**src/rtl/agc_time_pulse_gen.sv**
```systemverilog
`timescale 1ns/1ps
// Purpose: AGC master timing sequencer producing T01..T12, phase strobes, Johnson phase counter, stop/step control.
// Latency: every output is a flop; an input sampled at one rising edge shows up on outputs right after that edge.
// Backpressure: none; GOJAM/STOP_/MSTRT are sampled every clock, downstream must consume pulses as they occur.
module agc_time_pulse_gen #(
  parameter int PHASES_PER_T = 4,
  parameter int TPULSES      = 12
) (
  input  logic CLOCK,
  input  logic rst,
  input  logic GOJAM,
  input  logic STOP_,
  input  logic MSTRT,
  output logic T01,
  output logic T02,
  output logic T03,
  output logic T04,
  output logic T05,
  output logic T06,
  output logic T07,
  output logic T08,
  output logic T09,
  output logic T10,
  output logic T11,
  output logic T12,
  output logic T01_,
  output logic T02_,
  output logic T03_,
  output logic T04_,
  output logic T05_,
  output logic T06_,
  output logic T07_,
  output logic T08_,
  output logic T09_,
  output logic T10_,
  output logic T11_,
  output logic T12_,
  output logic P01,
  output logic P02,
  output logic P03,
  output logic P04,
  output logic P05,
  output logic P05_,
  output logic PHS2_,
  output logic PHS4_,
  output logic T12USE_,
  output logic STOPPED
);

  // The phase/pulse counters below are sized for exactly 4 phases and 12 pulses.
  if (PHASES_PER_T != 4 || TPULSES != 12) begin : g_cfg_check
    $error("agc_time_pulse_gen: PHASES_PER_T must be 4 and TPULSES must be 12");
  end

  localparam logic [1:0] PH_LAST = 2'd3;
  localparam logic [3:0] TP_FIRST = 4'd1;
  localparam logic [3:0] TP_LAST  = 4'd12;

  typedef enum logic {
    S_RUN  = 1'b0,
    S_STOP = 1'b1
  } state_t;

  state_t      state_q, state_d;
  logic [1:0]  ph_q, ph_d;
  logic [3:0]  tp_q, tp_d;
  logic [4:0]  jc_q, jc_d;

  logic        run_d;
  logic [12:1] t_d;
  logic        phs2_n_d, phs4_n_d, t12use_n_d;

  logic [12:1] t_q, t_n_q;
  logic        p05_n_q, phs2_n_q, phs4_n_q, t12use_n_q, stopped_q;

  // Next-state: GOJAM restart, then stop/step handling, then normal phase/pulse advance
  always_comb begin
    state_d = state_q;
    ph_d    = ph_q;
    tp_d    = tp_q;
    jc_d    = jc_q;
    if (GOJAM) begin
      // Restart truncates the MCT without a stop check; jc deliberately untouched.
      state_d = S_RUN;
      ph_d    = 2'd0;
      tp_d    = TP_FIRST;
    end else if (state_q == S_STOP) begin
      // STOP_ released or a single-step request both resume at T01 ph0.
      // A step with STOP_ still low stops again at the next end of MCT.
      if (STOP_ || MSTRT) begin
        state_d = S_RUN;
        ph_d    = 2'd0;
        tp_d    = TP_FIRST;
      end
    end else if (ph_q == PH_LAST) begin
      ph_d = 2'd0;
      if (tp_q == TP_LAST) begin
        // End of MCT: Johnson counter steps whether or not we stop here.
        jc_d = {jc_q[3:0], ~jc_q[4]};
        tp_d = TP_FIRST;
        if (!STOP_) begin
          state_d = S_STOP;
        end
      end else begin
        tp_d = tp_q + 4'd1;
      end
    end else begin
      ph_d = ph_q + 2'd1;
    end
  end

  // Output decode of the next state, so the output flops hold the decode of the current state
  always_comb begin
    run_d      = (state_d == S_RUN);
    t_d        = '0;
    if (run_d) begin
      t_d = 12'h001 << (tp_d - TP_FIRST);
    end
    phs2_n_d   = !(run_d && (ph_d == 2'd1));
    phs4_n_d   = !(run_d && (ph_d == 2'd3));
    // STOP_ is registered here as part of the output decode, giving the per-clock re-evaluation.
    t12use_n_d = !(run_d && (tp_d == TP_LAST) && STOP_);
  end

  // Sequencer state registers
  always_ff @(posedge CLOCK) begin
    if (rst) begin
      state_q <= S_RUN;
      ph_q    <= 2'd0;
      tp_q    <= TP_FIRST;
      jc_q    <= 5'b00000;
    end else begin
      state_q <= state_d;
      ph_q    <= ph_d;
      tp_q    <= tp_d;
      jc_q    <= jc_d;
    end
  end

  // Output registers, reset to the T01 ph0 running decode
  always_ff @(posedge CLOCK) begin
    if (rst) begin
      t_q        <= 12'h001;
      t_n_q      <= ~12'h001;
      p05_n_q    <= 1'b1;
      phs2_n_q   <= 1'b1;
      phs4_n_q   <= 1'b1;
      t12use_n_q <= 1'b1;
      stopped_q  <= 1'b0;
    end else begin
      t_q        <= t_d;
      t_n_q      <= ~t_d;
      p05_n_q    <= ~jc_d[4];
      phs2_n_q   <= phs2_n_d;
      phs4_n_q   <= phs4_n_d;
      t12use_n_q <= t12use_n_d;
      stopped_q  <= ~run_d;
    end
  end

  assign T01  = t_q[1];
  assign T02  = t_q[2];
  assign T03  = t_q[3];
  assign T04  = t_q[4];
  assign T05  = t_q[5];
  assign T06  = t_q[6];
  assign T07  = t_q[7];
  assign T08  = t_q[8];
  assign T09  = t_q[9];
  assign T10  = t_q[10];
  assign T11  = t_q[11];
  assign T12  = t_q[12];
  assign T01_ = t_n_q[1];
  assign T02_ = t_n_q[2];
  assign T03_ = t_n_q[3];
  assign T04_ = t_n_q[4];
  assign T05_ = t_n_q[5];
  assign T06_ = t_n_q[6];
  assign T07_ = t_n_q[7];
  assign T08_ = t_n_q[8];
  assign T09_ = t_n_q[9];
  assign T10_ = t_n_q[10];
  assign T11_ = t_n_q[11];
  assign T12_ = t_n_q[12];

  assign P01     = jc_q[0];
  assign P02     = jc_q[1];
  assign P03     = jc_q[2];
  assign P04     = jc_q[3];
  assign P05     = jc_q[4];
  assign P05_    = p05_n_q;
  assign PHS2_   = phs2_n_q;
  assign PHS4_   = phs4_n_q;
  assign T12USE_ = t12use_n_q;
  assign STOPPED = stopped_q;

endmodule

```
**config.mk**
```make
export PLATFORM = sky130hd
export DESIGN_NAME = agc_time_pulse_gen
export DESIGN_NICKNAME = d
export VERILOG_FILES = /design/src/rtl/agc_time_pulse_gen.sv
export SDC_FILE = /design/constraint.sdc
export NUM_CORES = 1
export LEC_CHECK = 0
export BUFFER_PORTS_ARGS = -buffer_cell sky130_fd_sc_hd__buf_2
export CAP_MARGIN = 20
export CORE_MARGIN = 2
export CORE_UTILIZATION = 35
export DETAILED_ROUTE_END_ITERATION = 16
export SLEW_MARGIN = 15
export SYNTH_ARGS = -nofsm -noshare
export SYNTH_HDL_FRONTEND = slang
export SYNTH_SLANG_ARGS = --single-unit
```
**constraint.sdc**
```tcl
create_clock -name CLOCK -period 4.55 [get_ports CLOCK]
set_input_delay 0.6825 -clock CLOCK [delete_from_list [all_inputs] [get_ports CLOCK]]
set_output_delay 0.6825 -clock CLOCK [all_outputs]
set_load 0.01 [all_outputs]
```
==> flow_summary_export.csv, run 1 <==
group,metric,value,unit
worst_setup_path,arrival,2.44,ns
clock_network,cts_resized,0,
detailed_routing,vias_per_cell,4.65,
worst_setup_path,critPathMaxFanout,9,
cells_and_area,final_common_cell,"dfxtp_1",
grt,grt_util_all_layers,13.7,%
die,rows,23,
detailed_routing,firstDrtPassIters,4,
pwr,switchingPower,0.000121,W
clock_network,cts_root_buf,"clkbuf_8",
pwr,intPower,0.000482,W
pwr,combPwrFrac,2.7,%
synth,netlist_area,1450,um^2
worst_setup_path,r2r_start,"ph_q[0]",
worst_setup_path,criticalPathCategory,"reg -> reg",
cells_and_area,layout-drive-gt1-share,29.8,%
synth,synth-seq-area-share,55.1,%
worst_setup_path,critPathMaxStageDelay,0.48,ns
synth,ys_types,37,
timing,fmax,439,MHz
clock_network,clk_latency,0.29,ns
synth,syn-num-nets,149,
cells_and_area,n_antenna_cell,0,
clock_network,post-cts-setup-buffer-count,0,
worst_setup_path,worst_setup_path_endpoint,"t_n_q[9]",
synth,synthCells,141,
cells_and_area,syn2layout_area_growth,21.5,%
detailed_routing,postRouteAntennaNets,0,
worst_setup_path,cp-end-kind,"register",
clock_network,cts_made_buffers,5,
grt,antenna_found_initial,0,
worst_setup_path,r2r_cells,6,
worst_setup_path,crit_path_start,"ph_q[0]",
min_path,hold_path_class,"reg -> reg",
worst_setup_path,crit_path_top_delay_cell,"nor2_1",
worst_setup_path,path_buf_inv,0,
pwr,peakVddDrop,95.4,uV
synth,yosysWarnings,0,
place,gp_congestion,0.800,
timing,slew_viol_final,0,
worst_setup_path,crit_family,"simple AND/OR/NAND/NOR gates",
place,hpwl,2.22,mm
synth,synth_top_area_cell,"dfxtp_1",
outcome,status,"finished clean",
synth,synth_seq_cells,40,
cells_and_area,multi_input_comb_area,599,um^2
worst_setup_path,setup.worst_path.start_class,"register",
detailed_routing,drt_iter0_markers,67,
grt,grt_max_degree,13,
timing,setup_viol,0,
pwr,p_clk_share,38.7,%
die,initial_utilization,36.3,%
worst_setup_path,required,4.71,ns
die,io_pins,39,
cells_and_area,regArea,801,um^2
pwr,p_per_area,341,nW/um^2
die,dieArea,4680,um^2
die,coreArea,4000,um^2
timing,final-hold-violation-count,0,
synth,syn_avg_cell_area,10.3,um^2
pwr,p_leak,0.766,nW
clock_network,hold_buffers,0,
timing,period_needed,2.28,ns
clock_network,cts_tree,"built",
pwr,power.total,0.000602,W
clock_network,h-tree-depth,2,
synth,synth_top_area_share,55.1,%
die,die_x,68.4,um
worst_setup_path,r2r_setup_slack,2.27,ns
pwr,power_frac_seq,58.6,%
clock_network,ctsLongestPathBuffers,2,
grt,grt_pass1_vias,983,
timing,tns,0,ns
detailed_routing,drc,0,
cells_and_area,final_cell_mix,"dfxtp_1 (40), buf_2 (38), nor2_1 (19)",
flow_run,maxCapViolCount,0,
clock_network,path_clk_slew,0.07,ns
detailed_routing,wl_per_cell,12.4,um
synth,synth.area.top_cells,"dfxtp_1 (55%), nor2_1 (4.9%), mux2i_1 (3.4%)",
pwr,swShare,20.1,%
detailed_routing,wirelength,2.86,mm
die,fp.dieH,68.4,um
timing,fin_crit_sh,50.0,%
detailed_routing,vias,1075,
cells_and_area,layout.nets,188,
timing,finClkSkew,0.00669,ns
grt,grt_pass1_wl,4.48,mm
grt,grt_overflow,0,
cells_and_area,nFillCells,396,
timing,rsz0062_at_grt,"false",
timing,max_slew_margin,61.4,%
clock_network,cts.sinks,40,
timing,worst_pin_slew,0.577,ns
worst_setup_path,cp.depth,6,
worst_setup_path,crit_chain,"ha_1 -> nor2b_1 -> and3_1 -> nor2_1 -> a31oi_1 -> or4_1",
worst_setup_path,r2r-end,"t_n_q[9]",
place,io_buffers,38,
[power groups by stage]
stage / clock network [W] / logic [W] / registers (W)
floorplan: 0 / 0.0000101 / 0.000362
global placement: 0 / 0.0000161 / 0.000361
detailed placement: 0 / 0.0000167 / 0.000361
CTS: 0.000242 / 0.0000168 / 0.000353
global route: 0.000257 / 0.0000189 / 0.000353
finish: 0.000233 / 0.0000165 / 0.000353
[kinds of logic after synthesis]
kind of cell,count (synthesis),synth area share (%)
buffers and inverters,12,3.62
adders and majority gates,3,2.58
DFF,40,55.1
muxes,6,5.00
AOI/OAI and AO/OA,17,10.1
and+or+nand+nor,63,23.6
[worst min path at each step]
stage,start,cells past startpoint,to
after floorplan,ph_q[1],2,ph_q[1]
after global placement,ph_q[1],2,ph_q[1]
after detailed placement,ph_q[1],2,ph_q[1]
after CTS,jc_q[2],2,jc_q[3]
after global routing,ph_q[1],2,ph_q[1]
final,ph_q[1],2,ph_q[1]
[sequential cells by signal, summed over array words and instances, names as in the netlist]
name and flops:
t_n_q 12, t_q 12, jc_q 5, tp_q 4
ph_q 2, P05_ 1, PHS2_ 1, PHS4_ 1
STOPPED 1, T12USE_ 1
[worst reg2reg max path, stage by stage (launching register included)]
cell and delay (ns):
dfxtp_1 0.33, ha_1 0.30, nor2b_1 0.18, and3_1 0.24, nor2_1 0.48, a31oi_1 0.19, or4_1 0.42
[routing by layer]
layer | vias to the layer above | wire [um] | part of all wire (%) | GRT usage, %
met5 | - | 0 | 0 | 0
met1 | 485 | 1200 | 42 | 14.7
met4 | 0 | 61 | 2.1 | 9.00
li1 | 560 | - | - | -
met2 | 26 | 1440 | 50 | 23.0
met3 | 4 | 159 | 5.6 | 4.44
[through the flow]
stage	area [um^2]	setup slack, ns	instances	util [%]	hold WS [ns]
after floorplan	1450	2.43	141	-	0.468
after CTS	1770	2.28	231	44.1	0.527
after global placement	1680	2.22	223	41.9	0.487
after detailed placement	1680	2.16	223	41.9	0.510
after global routing	1770	2.07	231	44.1	0.551
final	1770	2.27	231	44.1	0.520
[synthesized netlist by cell type]
cell and n:
mux2i_4 1, a21oi_1 5, clkbuf_1 5, and2b_1 1, nor2b_1 1, nand3_2 1, dfxtp_1 40, mux2i_1 5
o21a_4 1, a41oi_1 1, o22ai_1 1, inv_1 6, nor4_1 3, nand2_1 7, a41oi_2 1, nor4_2 1
o211ai_4 1, and2_1 1, or2_1 1, buf_6 1, nor2_1 19, or2_2 2, nand3_1 5, or3_1 6
nand2b_4 1, and3b_1 1, or2_0 1, o22a_1 1, and3_1 3, a31oi_1 1, ha_1 3, nor3_1 5
o21a_1 3, or4_1 3, a21o_1 1, o21ai_2 1, nand3b_1 1
[layout make-up]
cell class | instances | share of cell area (%)
flip-flops and latches | 40 | 45.4
repair buffers | 38 | 10.8
clock buffers | 8 | 5.10
multi-input cells | 89 | 33.9
inverters | 6 | 1.28
well taps | 50 | 3.54
Power figures use the tool's default switching activity.
==> run 2: changes to the inputs <==
==> constraint.sdc (replaced) <==
create_clock -name CLOCK -period 1.98 [get_ports CLOCK]
set_input_delay 0.297 -clock CLOCK [delete_from_list [all_inputs] [get_ports CLOCK]]
set_output_delay 0.297 -clock CLOCK [all_outputs]
set_load 0.01 [all_outputs]
==> run 2 against run 1 <==
First-iteration DRC count fell by 42%. Sequential share of layout area fell by 5.0 points. Core utilization grew 6.0 points. Combinational power increased to 3.0 times the previous value. Maximum frequency up 19%. Hold slack lost 0.32 ns. Worst setup slack got worse by 2.2 ns. Critical path type unchanged. Via count grew 13%. Power increased to 2.7 times the previous value. Register-to-register slack worse by 2.2 ns. Critical endpoint unchanged. Non-clock buffer count up 19. Sequential power up 130%.
==> flow_summary_export.csv, run 2 (synthesis results as in run 1) <==
group,metric,value,unit
clock_network,cts_tree,"built",
pwr,peakVddDrop,342,uV
worst_setup_path,criticalPathCategory,"reg -> reg",
cells_and_area,syn2layout_area_growth,38.1,%
clock_network,h-tree-depth,2,
die,die_x,68.4,um
worst_setup_path,cp-end-kind,"register",
worst_setup_path,critPathMaxFanout,6,
place,dp_slack,-0.0566,ns
timing,slew_viol_final,0,
cells_and_area,layout-drive-gt1-share,43.2,%
detailed_routing,vias_per_cell,4.89,
cells_and_area,final_cell_mix,"buf_2 (38), dfxtp_1 (35), nor2_1 (19), buf_4 (19), nand2_1 (7)",
place,dp_cells,241,
cells_and_area,layout.nets,207,
grt,grt_util_all_layers,15.8,%
worst_setup_path,crit_path_top_delay_cell,"or4_1",
pwr,p_per_area,811,nW/um^2
worst_setup_path,setup.worst_path.start_class,"register",
clock_network,path_clk_slew,0.07,ns
die,fp.dieH,68.4,um
worst_setup_path,r2r_cells,6,
worst_setup_path,r2r-end,"t_n_q[9]",
cells_and_area,reg_top3,"t_n_q x12, t_q x12, jc_q x5",
die,rows,23,
worst_setup_path,worst_setup_path_endpoint,"t_n_q[9]",
worst_setup_path,r2r_start,"ph_q[0]",
place,placed_area,1820,um^2
die,dieArea,4680,um^2
detailed_routing,postRouteAntennaNets,0,
timing,rsz0062_at_grt,"false",
timing,max_slew_margin,76.9,%
timing,fin_crit_sh,96.6,%
worst_setup_path,required,2.15,ns
detailed_routing,firstDrtPassIters,4,
worst_setup_path,critPathMaxStageDelay,0.48,ns
grt,grt_overflow,0,
clock_network,clk_latency,0.29,ns
detailed_routing,wl_per_cell,13.1,um
worst_setup_path,arrival,2.08,ns
grt,antenna_found_initial,0,
worst_setup_path,r2r_setup_slack,0.07,ns
pwr,p_leak,0.876,nW
grt,grt_max_degree,13,
cells_and_area,n_antenna_cell,0,
place,hpwl,2.54,mm
place,gp_congestion,0.797,
cells_and_area,fin_cells,249,
pwr,power.total,0.00163,W
die,coreArea,4000,um^2
timing,period_needed,1.91,ns
clock_network,cts_made_buffers,5,
timing,setup_viol,0,
die,initial_utilization,36.3,%
worst_setup_path,cp.depth,6,
place,io_buffers,38,
clock_network,ctsLongestPathBuffers,2,
outcome,status,"finished clean",
detailed_routing,wirelength,3.26,mm
cells_and_area,stdcell_area,2010,um^2
detailed_routing,drt_iter0_markers,39,
worst_setup_path,crit_path_start,"ph_q[0]",
clock_network,cts.sinks,40,
flow_run,maxCapViolCount,0,
timing,fmax,523,MHz
detailed_routing,drc,0,
worst_setup_path,crit_family,"simple AND/OR/NAND/NOR gates",
detailed_routing,vias,1217,
grt,grt_pass1_wl,5.27,mm
worst_setup_path,path_buf_inv,0,
min_path,hold_path_class,"in -> reg",
timing,worst_slack,0.0680,ns
grt,grt_pass1_vias,1145,
timing,final-hold-violation-count,0,
cells_and_area,final_common_cell,"buf_2",
clock_network,cts_root_buf,"clkbuf_8",
timing,finClkSkew,0.00402,ns
timing,worst_pin_slew,0.345,ns
die,io_pins,39,
worst_setup_path,crit_chain,"ha_4 -> nand3b_1 -> o21a_2 -> o21ai_4 -> nor3_1 -> or4_1",
-- run 2: layout make-up --
| cell class | instances | area (um^2) |
|---|---|---|
| fillers | 377 | 1990 |
| flip-flops and latches | 40 | 810 |
| multi-input cells | 89 | 649 |
| repair buffers | 57 | 333 |
| clock buffers | 5 | 68.8 |
| well taps | 50 | 62.6 |
| clock inverters | 2 | 60.1 |
| inverters | 6 | 22.5 |
-- run 2: metal layers --
metal	up-vias	routed length (um)	global-route usage [%]
met3	12	204	5.10
met1	564	1330	17.0
li1	602	-	-
met5	-	0	0
met2	39	1600	26.6
met4	0	115	9.75
-- run 2: stage by stage --
step	TNS (ns)	utilization, %	hold WS, ns
global placement	0	45.4	0.491
CTS	0	49.5	0.193
finish	0	50.1	0.198
detailed placement	-0.0825	45.4	0.502
floorplan	0	-	0.359
global route	0	50.1	0.205
-- run 2: worst reg2reg max path: stages, from the launching register on --
cell and delay (ns):
dfxtp_4 0.37, ha_4 0.16, nand3b_1 0.17, o21a_2 0.30
o21ai_4 0.21, nor3_1 0.10, or4_1 0.48
-- run 2: timing repair --
action	4_1_cts	5_1_grt
endpoints found under the setup margin	3	4
resized for setup	6	9
pin swaps	0	4
setup buffers	0	1
endpoints found under the hold margin	0	0
hold buffers	0	0
-- run 2: worst min path at each step --
| stage | to | cells after the start | slack [ns] | from |
|---|---|---|---|---|
| floorplan | T12USE_ | 1 | 0.36 | STOP_ |
| global route | T12USE_ | 2 | 0.20 | STOP_ |
| CTS | T12USE_ | 2 | 0.19 | STOP_ |
| detailed placement | T12USE_ | 2 | 0.50 | STOP_ |
| finish | T12USE_ | 2 | 0.20 | STOP_ |
| global placement | ph_q[1] | 2 | 0.49 | ph_q[1] |
-- run 2: where the power goes --
group	internal (W)	leakage [nW]	switching (W)
clock	0.000496	0.0642	0.000268
combinational	0.0000226	0.487	0.0000274
sequential	0.000808	0.325	0.00000330
total	0.00133	0.876	0.000299
==> run 3: changes to the inputs <==
--- a/config.mk
+++ b/config.mk
@@ -5,10 +5,12 @@
 export SDC_FILE = /design/constraint.sdc
 export NUM_CORES = 1
 export LEC_CHECK = 0
+export ABC_AREA = 1
 export BUFFER_PORTS_ARGS = -buffer_cell sky130_fd_sc_hd__buf_2
 export CAP_MARGIN = 20
 export CORE_MARGIN = 2
 export CORE_UTILIZATION = 35
+export CTS_CLUSTER_DIAMETER = 150
 export DETAILED_ROUTE_END_ITERATION = 16
 export SLEW_MARGIN = 15
 export SYNTH_ARGS = -nofsm -noshare
==> run 3 against run 2 <==
Sequential cell count is the same. Maximum frequency is 12% higher. Critical path depth rose by 4. Sequential power about the same. Core utilization down 3.7 points. Power decreased by 4.6%. Clock power fell by 8.1%. Combinational power shrank 22%. Non-clock buffer count fell by 18. Wire length shrank 15%. Worst setup slack improved by 0.20 ns.
==> flow_summary_export.csv, run 3 <==
group,metric,value,unit
outcome,status,"finished clean",
timing,worst_pin_slew,0.366,ns
cells_and_area,n_antenna_cell,0,
synth,synth_top_area_share,54.1,%
place,io_buffers,38,
flow_run,maxCapViolCount,0,
detailed_routing,vias_per_cell,4.37,
pwr,p_per_area,829,nW/um^2
pwr,p_leak,0.911,nW
timing,finClkSkew,0.00290,ns
detailed_routing,postRouteAntennaNets,0,
timing,fmax,585,MHz
clock_network,cts_resized,0,
clock_network,cts_root_buf,"clkbuf_8",
worst_setup_path,required,2.14,ns
cells_and_area,layout-drive-gt1-share,31.3,%
clock_network,cts_tree,"built",
timing,max_slew_margin,75.5,%
clock_network,cts.sinks,40,
die,fp.dieH,69.1,um
synth,synthTopCellsByCount,"dfxtp_1 (40), nand2_1 (33), nor2_1 (29)",
worst_setup_path,critPathMaxFanout,7,
detailed_routing,wl_per_cell,10.0,um
worst_setup_path,cp-end-kind,"register",
timing,setup_viol,0,
worst_setup_path,arrival,1.87,ns
timing,fin_crit_sh,86.3,%
clock_network,cts_made_buffers,5,
clock_network,hold_buffers,0,
timing,final-hold-violation-count,0,
detailed_routing,drt_iter0_markers,59,
clock_network,ctsLongestPathBuffers,2,
clock_network,clk_latency,0.28,ns
die,initial_utilization,36.8,%
grt,grt_pass1_wl,4.88,mm
detailed_routing,vias,1210,
grt,antenna_found_initial,0,
detailed_routing,drc,0,
die,dieArea,4770,um^2
cells_and_area,final_common_cell,"dfxtp_1",
place,hpwl,2.18,mm
synth,synth.area.top_cells,"dfxtp_1 (54%), nand2_1 (8.4%), nor2_1 (7.3%)",
timing,rsz0062_at_grt,"false",
synth,netlist_area,1480,um^2
synth,synth_flop_cell,"dfxtp_1",
clock_network,h-tree-depth,2,
synth,async_flop_share,0,%
place,gp_congestion,0.817,
min_path,hold_path_class,"in -> reg",
grt,grt_pass1_vias,1103,
timing,period_needed,1.71,ns
synth,yosysWarnings,0,
pwr,power.total,0.00155,W
synth,ys_types,22,
detailed_routing,wirelength,2.77,mm
detailed_routing,firstDrtPassIters,4,
synth,yosysMostFrequentCell,"dfxtp_1",
timing,slew_viol_final,0,
cells_and_area,final_cell_mix,"dfxtp_1 (40), buf_2 (38), nand2_1 (33)",
worst_setup_path,r2r_setup_slack,0.27,ns
timing,tns,0,ns
die,io_pins,39,
synth,synth_edf_count,0,
grt,grt_overflow,0,
synth,synth-seq-area-share,54.1,%
cells_and_area,reg_top3,"t_n_q x12, t_q x12, jc_q x5",
die,rows,23,
synth,synth_seq_cells,40,
grt,grt_util_all_layers,12.5,%
clock_network,path_clk_slew,0.07,ns
worst_setup_path,setup.worst_path.start_class,"register",
pwr,peakVddDrop,403,uV
die,coreArea,4030,um^2
place,dp_cells,269,
synth,synthCells,180,
grt,grt_max_degree,13,
worst_setup_path,criticalPathCategory,"reg -> reg",
synth,syn-num-nets,188,
cells_and_area,syn2layout_area_growth,26.3,%
synth,synth_top_area_cell,"dfxtp_1",
die,die_x,69.1,um
cells_and_area,layout.nets,234,
synth,syn_avg_cell_area,8.23,um^2
cells_and_area,fin_cells,277,
clock_network,post-cts-setup-buffer-count,0,
[run 3: area by class of cell]
type / count / area, um^2
Fill cell: 432 / 2160
Sequential cell: 40 / 801
Multi-Input combinational cell: 113 / 579
Timing Repair Buffer: 39 / 198
Inverter: 27 / 104
Clock buffer: 7 / 96.3
Tap cell: 50 / 62.6
Clock inverter: 1 / 30.0
[run 3: through the flow]
step	hold slack, ns	area [um^2]	worst slack [ns]	utilization [%]
floorplan	0.369	1480	0.432	-
global placement	0.458	1740	0.201	43.2
detailed placement	0.481	1740	0.193	43.2
CTS	0.235	1870	0.183	46.4
global route	0.245	1870	0.0279	46.4
finish	0.243	1870	0.271	46.4
[run 3: final timing paths]
path,startpoint,to,depth (start not counted)
worst max-delay path,ph_q[0],t_n_q[5],10
worst min-delay path,STOP_,T12USE_,2
worst max register to register,ph_q[0],t_n_q[5],10
worst min register to register,jc_q[4],jc_q[0],1
[run 3: power by group]
group          switching [W]  internal (W)   total, W  leakage [nW]
sequential        0.00000186      0.000808   0.000810         0.323
clock               0.000258      0.000444   0.000702        0.0645
combinational      0.0000265     0.0000128  0.0000393         0.523
[run 3: kinds of logic after synthesis]
| logic type | after synthesis | share of synthesized area [%] |
|---|---|---|
| adders and majority gates | 3 | 2.53 |
| DFF | 40 | 54.1 |
| AOI/OAI and AO/OA | 12 | 5.57 |
| and+or+nand+nor | 98 | 30.8 |
| buffers and inverters | 27 | 7.01 |
[run 3: layer usage]
layer  GRT usage, %  vias to the layer above  part of all wire [%]
li1               -                      653                     -
met1           16.2                      518                    50
met2           18.9                       36                    43
met3           4.97                        3                   6.4
met4           4.58                        0                  0.76
met5              0                        -                     0
[run 3: worst max-delay path, stage by stage (launching register included)]
cell and delay [ns]:
dfxtp_1 0.36, ha_2 0.27, nand2_1 0.10, nor2_1 0.10
nand2_1 0.05, nand3_1 0.15, nand2_1 0.07, nand2_1 0.18
nand2_1 0.11, nand2_2 0.11, nand3_1 0.08
